`config.mk`:
```
export PLATFORM = sky130hd
export DESIGN_NAME = stage2_id
export DESIGN_NICKNAME = d
export VERILOG_FILES = /design/src/rtl/stage2_id.sv
export SDC_FILE = /design/constraint.sdc
export NUM_CORES = 2
export LEC_CHECK = 0
export CORE_MARGIN = 5
export CORE_UTILIZATION = 44
export CTS_CLUSTER_DIAMETER = 30
export DETAILED_ROUTE_END_ITERATION = 10
export PLACE_DENSITY = 0.69
export SLEW_MARGIN = 5
export SYNTH_ARGS = -nofsm -noshare
export SYNTH_HDL_FRONTEND = slang
export SYNTH_SLANG_ARGS = --single-unit
```
`constraint.sdc`:
```
create_clock -name clk -period 5.3 [get_ports clk]
set_clock_uncertainty 0.1 [all_clocks]
set_input_delay 1.06 -clock clk [delete_from_list [all_inputs] [get_ports clk]]
set_output_delay 1.06 -clock clk [all_outputs]
set_load 0.01 [all_outputs]
```
`src/rtl/stage2_id.sv`:
```
// Instruction-decode stage: IF/ID register, 32x32 register file with WB bypass,
// control decode, load-use/branch hazard stalls and branch/jump resolution in ID.
module stage2_id (
  input  logic        clk,
  input  logic        rst_n,
  input  logic [31:0] pc_p4,
  input  logic [31:0] im_out,
  input  logic        wb_regwrite,
  input  logic [4:0]  wb_rd,
  input  logic [31:0] wb_data,
  input  logic        mem_memread,
  input  logic [4:0]  mem_rd,
  output logic        pc_src,
  output logic [31:0] pc_addr,
  output logic        if_stall,
  output logic [31:0] ex_rs_data,
  output logic [31:0] ex_rt_data,
  output logic [31:0] ex_imm,
  output logic [4:0]  ex_rs,
  output logic [4:0]  ex_rt,
  output logic [4:0]  ex_rd,
  output logic [7:0]  ex_ctl
);

  typedef enum logic [5:0] {
    OP_RTYPE = 6'd0,
    OP_J     = 6'd2,
    OP_BEQ   = 6'd4,
    OP_BNE   = 6'd5,
    OP_ADDI  = 6'd8,
    OP_LW    = 6'd35,
    OP_SW    = 6'd43
  } opcode_e;

  logic [31:0] ifid_instr;
  logic [31:0] ifid_pc_p4;
  logic [31:0] regs [32];

  logic [5:0]  op;
  logic [4:0]  rs, rt, rd;
  logic [31:0] imm_sext;
  logic [31:0] rs_data, rt_data;
  logic [7:0]  ctl;
  logic [4:0]  ex_dest;
  logic        ex_writes_rs, ex_writes_rt;
  logic        mem_load_hit;
  logic        is_branch;
  logic        load_use;
  logic        branch_stall;
  logic        taken;
  logic [31:0] target;

  assign op       = ifid_instr[31:26];
  assign rs       = ifid_instr[25:21];
  assign rt       = ifid_instr[20:16];
  assign rd       = ifid_instr[15:11];
  assign imm_sext = {{16{ifid_instr[15]}}, ifid_instr[15:0]};

  // Register read with same-cycle WB bypass; $0 is hardwired to zero.
  always_comb begin
    rs_data = regs[rs];
    rt_data = regs[rt];
    if (wb_regwrite && (wb_rd != 5'd0) && (wb_rd == rs)) rs_data = wb_data;
    if (wb_regwrite && (wb_rd != 5'd0) && (wb_rd == rt)) rt_data = wb_data;
    if (rs == 5'd0) rs_data = '0;
    if (rt == 5'd0) rt_data = '0;
  end

  // ctl bits: [0] regwrite [1] memread [2] memwrite [3] memtoreg [4] alusrc [5] regdst [7:6] aluop
  always_comb begin
    ctl = '0;
    case (op)
      OP_RTYPE: if (ifid_instr != '0) ctl = 8'b10_1_0_0_0_0_1;
      OP_LW:    ctl = 8'b00_0_1_1_0_1_1;
      OP_SW:    ctl = 8'b00_0_1_0_1_0_0;
      OP_ADDI:  ctl = 8'b00_0_1_0_0_0_1;
      default:  ctl = '0;
    endcase
  end

  always_comb begin
    ex_dest      = ex_ctl[5] ? ex_rd : ex_rt;
    ex_writes_rs = ex_ctl[0] && (ex_dest == rs) && (rs != 5'd0);
    ex_writes_rt = ex_ctl[0] && (ex_dest == rt) && (rt != 5'd0);
    mem_load_hit = mem_memread && (mem_rd != 5'd0) && ((mem_rd == rs) || (mem_rd == rt));
    is_branch    = (op == OP_BEQ) || (op == OP_BNE);
    load_use     = ex_ctl[1] && (ex_dest != 5'd0) && ((ex_dest == rs) || (ex_dest == rt));
    branch_stall = is_branch && (ex_writes_rs || ex_writes_rt || mem_load_hit);
    if_stall     = load_use || branch_stall;
  end

  always_comb begin
    taken  = 1'b0;
    target = '0;
    case (op)
      OP_BEQ: begin
        taken  = (rs_data == rt_data);
        target = ifid_pc_p4 + {imm_sext[29:0], 2'b00};
      end
      OP_BNE: begin
        taken  = (rs_data != rt_data);
        target = ifid_pc_p4 + {imm_sext[29:0], 2'b00};
      end
      OP_J: begin
        taken  = 1'b1;
        target = {ifid_pc_p4[31:28], ifid_instr[25:0], 2'b00};
      end
      default: begin
        taken  = 1'b0;
        target = '0;
      end
    endcase
    pc_src  = taken && !if_stall;
    pc_addr = pc_src ? target : '0;
  end

  // Redirect flushes the fetched word; a stall holds it.
  always_ff @(posedge clk or negedge rst_n) begin
    if (!rst_n) begin
      ifid_instr <= '0;
      ifid_pc_p4 <= '0;
    end else if (pc_src) begin
      ifid_instr <= '0;
      ifid_pc_p4 <= '0;
    end else if (!if_stall) begin
      ifid_instr <= im_out;
      ifid_pc_p4 <= pc_p4;
    end
  end

  always_ff @(posedge clk or negedge rst_n) begin
    if (!rst_n) begin
      for (int unsigned i = 0; i < 32; i++) regs[i] <= '0;
    end else if (wb_regwrite && (wb_rd != 5'd0)) begin
      regs[wb_rd] <= wb_data;
    end
  end

  always_ff @(posedge clk or negedge rst_n) begin
    if (!rst_n) begin
      ex_rs_data <= '0;
      ex_rt_data <= '0;
      ex_imm     <= '0;
      ex_rs      <= '0;
      ex_rt      <= '0;
      ex_rd      <= '0;
      ex_ctl     <= '0;
    end else if (if_stall) begin
      ex_rs_data <= '0;
      ex_rt_data <= '0;
      ex_imm     <= '0;
      ex_rs      <= '0;
      ex_rt      <= '0;
      ex_rd      <= '0;
      ex_ctl     <= '0;
    end else begin
      ex_rs_data <= rs_data;
      ex_rt_data <= rt_data;
      ex_imm     <= imm_sext;
      ex_rs      <= rs;
      ex_rt      <= rt;
      ex_rd      <= rd;
      ex_ctl     <= ctl;
    end
  end

endmodule

```
After elaboration in Yosys (flattened, before gate mapping) --
Cells that the tools add are included.
Storage, ports and cells: output and inout port bits 153, bits of input ports 110, bits in registers 1207, word-level logic and storage cells 125
Cells by class: $lt $le $gt $ge 4, muxes and demuxes 30, $add $sub $neg 1, reduce and logical (&&, ||, !) cells 31, eq/ne operators 15, bitwise gates (word level) 3
Operator list (count):
- 1024-bit bitwise mux | 1
- 32-bit two-way mux | 17
- 32-bit binary-select mux with 5-bit select | 2
- 32-bit demux with 5-bit select | 1
- 32-bit case mux with 2 select lines | 1
- 32-bit adder | 1
- 32-bit equality test | 1
- 32-bit != test | 1
- 8-bit case mux with 4 select lines | 1
- 32-bit nonzero test | 1
- 5-bit equality test | 6
- 5-bit nonzero test | 5
- 5-bit two-way mux | 4
- 6-bit greater-or-equal comparator, second input constant | 3
- 5-bit inverter with 6-bit output | 3
- 8-bit two-way mux | 2
- 1-bit logical AND | 14
- 6-bit by 3-bit equality test with 1-bit output, second input constant | 2
- 6-bit equality test, second input constant | 2
- 5-bit logical NOT | 2
- 6-bit by 2-bit equality test with 1-bit output, second input constant | 1
- 6-bit by 4-bit equality test with 1-bit output, second input constant | 1
- 6-bit logical NOT | 1
- 1-bit logical OR | 6
- 5 further kinds | 5

Logic depth before layout (Yosys ltp) --
word-level depth 11, gate-level depth with buffers 22

Worst setup path after synthesis --
OpenSTA, ideal clock, no wires.
kind in2out, from in wb_rd[1], to out pc_addr[0], stages on the path 14, path buffers 2, path slack -67 ps, data required time 4140 ps, data arrival time 4207 ps, path through buf_2 or2_2 o2111ai_1 clkbuf_1 nor2_1 a2111oi_1 nor2_1 xor2_1 o31ai_1 a2bb2oi_1 nor3_2 and2_1 xnor2_1 nor4b_1
Between the ends: cells in the longest elaborated chain, start to end 9, elaborated cells between the ends (all ways) 15, classes of those cells 4 x eq/ne; 6 x mux; 5 x reduce/logical
Ends and longest elaborated chain:
- start, declared | RTL line 9 | input logic [4:0] wb_rd,
- 5-bit nonzero test | RTL line 63, 64
- 1-bit logical AND | RTL line 63, 64
- 1-bit logical AND (on tied branches) | RTL line 63, 64
- 32-bit two-way mux (on tied branches) | RTL line 63, 64
- 32-bit two-way mux (on tied branches) | RTL line 65, 66
- 32-bit != test or 32-bit equality test (tied branches) | RTL line 101, 97
- 1-bit case mux with 3 select lines (*) | RTL line 95 | case (op)
- 1-bit logical AND (*) | RTL line 113 | pc_src = taken && !if_stall;
- 32-bit two-way mux (*) | RTL line 114 | pc_addr = pc_src ? target : '0;
- end, declared | RTL line 14 | output logic [31:0] pc_addr,
Mark *: on every way between the ends. The rest lies on a longest branch, timed or not.

Worst setup path after layout --
from reg ifid_instr[21], to out pc_addr[18]
Between the ends: cells in the longest elaborated chain, start to end 10, elaborated cells between the ends (all ways) 28, classes of those cells 5 x eq/ne; 7 x mux; 1 x bitwise; 15 x reduce/logical
Ends and longest elaborated chain:
- start, declared | RTL line 35 | logic [31:0] ifid_instr;
- start signal, assigned | RTL line 126 | ifid_instr <= im_out;
- 5-bit inverter with 6-bit output (implied by the code) or 5-bit equality test (tied branches) | RTL line 61, 83, 87
- 32-bit binary-select mux with 5-bit select or 1-bit logical AND (tied branches) | RTL line 61, 83
- 32-bit two-way mux (implied by the code) or 1-bit logical AND (tied branches) | RTL line 61, 83
- 32-bit two-way mux (implied by the code) or 1-bit logical OR (tied branches) | RTL line 61, 88
- 32-bit two-way mux or 1-bit logical OR (tied branches) | RTL line 63, 88
- 32-bit two-way mux or 1-bit logical AND (tied branches) | RTL line 65, 88
- 32-bit != test (tied with other cells) | RTL line 101 | taken = (rs_data != rt_data);
- 1-bit case mux with 3 select lines or 1-bit logical NOT (tied branches)
- 1-bit logical AND (*) | RTL line 113
- 32-bit two-way mux (*) | RTL line 114
Mark *: on every way between the ends. The rest lies on a longest branch, timed or not. The select of a mux whose other input is x is not followed.

==> results.sh <==
export IMPL_crit_chain="buf_12 -> buf_12 -> buf_8 -> mux4_2 -> mux4_2 -> nor2b_1 -> a221o_1 -> and4b_1 -> a31oi_1 -> a2bb2oi_1 -> buf_4 -> a2111oi_4 -> buf_6 -> a21oi_2 -> o31ai_4 -> buf_12 -> buf_8 -> clkbuf_16 -> nor2_2 -> buf_2"
export IMPL_cp_required_ps=4140
export IMPL_top_layer="met5"
export IMPL_worstSetupStartpointType="flop"
export IMPL_fin_crit_sh_pct=125
export IMPL_status="finished, violations left"
export IMPL_cts_buffers=300
export IMPL_ys_types=84
export IMPL_ioPinCount=263
export IMPL_grt_pass1_vias=50490
export IMPL_grt_antenna_before_repair=13
export IMPL_firstDrtPassIters=5
export IMPL_worst_pin_slew_ps=1100
export IMPL_die_w_um=390
export IMPL_wl_per_cell_um=31.8
export IMPL_finalSetupTns_ps=-41040
export IMPL_drt_iter0_drc=5354
export IMPL_gp_congestion=0.964
export IMPL_coreArea_um2=144000
export IMPL_setup_viol=33
export IMPL_synth_edf_count=0
export IMPL_h_tree_depth=5
export IMPL_dr_wl_met3_um=25600
export IMPL_cp_data_arrival_time_ps=5440
export IMPL_cp_top_family="buffers and inverters"
export IMPL_grt_pass1_wl_um=350000
export IMPL_drc=0
export IMPL_ys_seq_area_share_pct=46.5
export IMPL_cts_tree="yes"
export IMPL_syn_nets=4796
export IMPL_worst_slack_ps=-1300
export IMPL_hold_viol=0
export IMPL_vdd_drop_max_mv=0.335
export IMPL_critPathMostFrequentCell="buf_12"
export IMPL_critPathBufInv=9
export IMPL_fmax_mhz=152
export IMPL_area_delta_synth_final_pct=31.4
export IMPL_path_clk_slew_ps=40
export IMPL_final_cell_mix="dfrtp_1, mux2_2, buf_4"
export IMPL_dp_hpwl_um=158000
export IMPL_rsz0062_at_grt="yes"
export IMPL_io_buffers=261
export IMPL_clk_latency_ps=900
export IMPL_preCtsSetupSlack_ps=-1930
export IMPL_async_flop_share_pct=100
export IMPL_total_power_uw=37100
export IMPL_cp_slowest_stage_delay_ps=550
export IMPL_wl_met1_um=87900
export IMPL_end_kind="output pin"
export IMPL_start_util_pct=44.3
export IMPL_p_leak_uw=0.0370
export IMPL_dieArea_um2=152000
export IMPL_cts_root_buf="clkbuf_16"
export IMPL_path_max_fanout=9
export IMPL_slowest_stage="mux4_2"
export IMPL_drive_gt1_share_pct=49.0
export IMPL_vias=48817
export IMPL_syn_area_um2=63600
export IMPL_fp_dieH_um=390
export IMPL_grt_remaining_overflow=0
export IMPL_routed_wl_um=241000
export IMPL_ys_warn_count=0
export IMPL_final_common_cell="dfrtp_1"
export IMPL_synth_top_flop_cell="dfrtp_1"
export IMPL_avgSynthCellArea_um2=13.7
export IMPL_ant_nets=0
export IMPL_met2WireLength_um=107000
export IMPL_timing_final_crit_period_ps=6600
export IMPL_slew_viol_final=0
export IMPL_max_cap_violations=0
export IMPL_hold_class="flop to flop"
export IMPL_synth_cells=4656
export IMPL_grt_start_max_net_pins=156
export IMPL_grt_use_total_pct=31.2
export IMPL_powerDensity_nw_per_um2=444
export IMPL_clockBufferDepth=4
export IMPL_slew_headroom_pct=26.4
export IMPL_avgViaCountPerCell=6.45
export IMPL_nNetsFinal=5579
export IMPL_violations="negative setup slack"
export IMPL_numClockSinks=1183
export IMPL_final_core_util_pct=58.2
export IMPL_rows=139
export IMPL_critPathKind="flop to output pin"
export IMPL_synth_seq_cells=1183
## synthesized netlist by cell type (all sizes together), types with 15 or more instances
master,instances,area [µm²]
a211oi,21,158
a21oi,77,385
a221oi,23,219
a22o,89,780
a22oi,106,796
a31oi,23,144
and2,28,175
and3,21,131
buf,204,1550
clkbuf,284,1070
dfrtp,1183,29600
ha,29,363
inv,26,97.6
mux2,941,10600
mux2i,236,2360
mux4,437,9840
nand2,163,612
nand2b,20,125
nand3,47,235
nand4,15,93.8
nor2,158,593
nor2b,41,257
nor3,46,240
nor4,22,144
o211ai,15,123
o21ai,110,551
o22ai,52,325
xnor2,59,517
xor2,21,184
## path summary, 6_finish.rpt
path | start | to | cells past startpoint | slack [ps]
max in group asynchronous | rst_n | ifid_pc_p4[16] | 4 | 3160
max | ifid_instr[21] | pc_addr[18] | 20 | -1300
min reg2reg | regs[992] | regs[992] | 0 | 300
max reg2reg | ifid_instr[21] | ifid_instr[2] | 20 | 470
min | regs[992] | regs[992] | 0 | 300
min in group asynchronous | rst_n | regs[72] | 2 | 600
## metal layers
layer	GRT usage (%)	up-vias
met4	22.4	8
li1	-	19351
met3	9.10	953
met1	38.9	25309
met2	46.8	3196
met5	0	-
## state kept, by name, indices dropped and copies added, names as in the netlist
name        count
ex_rd           4
ex_rs_data     32
ex_imm         12
ex_rs           5
ex_ctl          5
ex_rt           5
ifid_instr     32
ifid_pc_p4     32
regs         1024
ex_rt_data     32
## cell families after synthesis
| kind of cell | after synthesis | synth area share (%) |
|---|---|---|
| muxes | 1614 | 35.9 |
| DFF | 1183 | 46.5 |
| and+or+nand+nor | 621 | 4.83 |
| AOI/OAI and AO/OA | 609 | 6.73 |
| buffers and inverters | 518 | 4.33 |
| xor gates and xnor gates | 80 | 1.10 |
| adders and majority gates | 30 | 0.602 |
| other | 1 | 0.00590 |
## cell type report
| cell class | instances | area, µm² |
|---|---|---|
| tap | 1903 | 2380 |
| inverter | 26 | 97.6 |
| antenna | 6 | 15.0 |
| fill | 10991 | 60100 |
| clock inverter | 157 | 1900 |
| multi-input combinational | 2955 | 31900 |
| sequential | 1183 | 29600 |
| timing repair buffer | 973 | 9420 |
| clock buffer | 362 | 8200 |
## metrics by stage
stage,cell area [µm²],hold slack [ps],std cells
final,83600,295,7565
after CTS,83100,293,7540
after global placement,72300,278,6988
after floorplan,63600,341,4656
after detailed placement,72300,283,6988
after global routing,83600,304,7560
## power breakdown
group / leakage [µW] / switching [µW] / total (µW) / internal, µW
sequential: 0.0151 / 1240 / 11900 / 10700
combinational: 0.0170 / 3070 / 6900 / 3830
clock: 0.00491 / 5690 / 18300 / 12600
total: 0.0370 / 10000 / 37100 / 27100
## timing repair
action,4_1_cts,5_1_grt
pin swaps,8,16
setup endpoints to repair,33,33
cloned,8,2
hold buffers,1,0
endpoints found under the hold margin,21,0
gates resized for setup,197,76
setup buffers,24,20
## worst register-to-register path: stages, from the launching register on
cell and delay [ps]:
dfrtp_4 510, bufbuf_16 300, buf_12 150, buf_12 170
mux4_2 370, nor2b_1 130, a211oi_1 60, a2111oi_1 550
buf_4 210, o22ai_1 130, nand4_1 120, o31ai_1 70
a2bb2oi_1 270, nor3_4 100, buf_6 140, buf_4 130
and2_4 150, buf_4 130, a311o_2 440, buf_12 200
a22o_1 270
No activity file was read; power rests on OpenSTA's default activity.
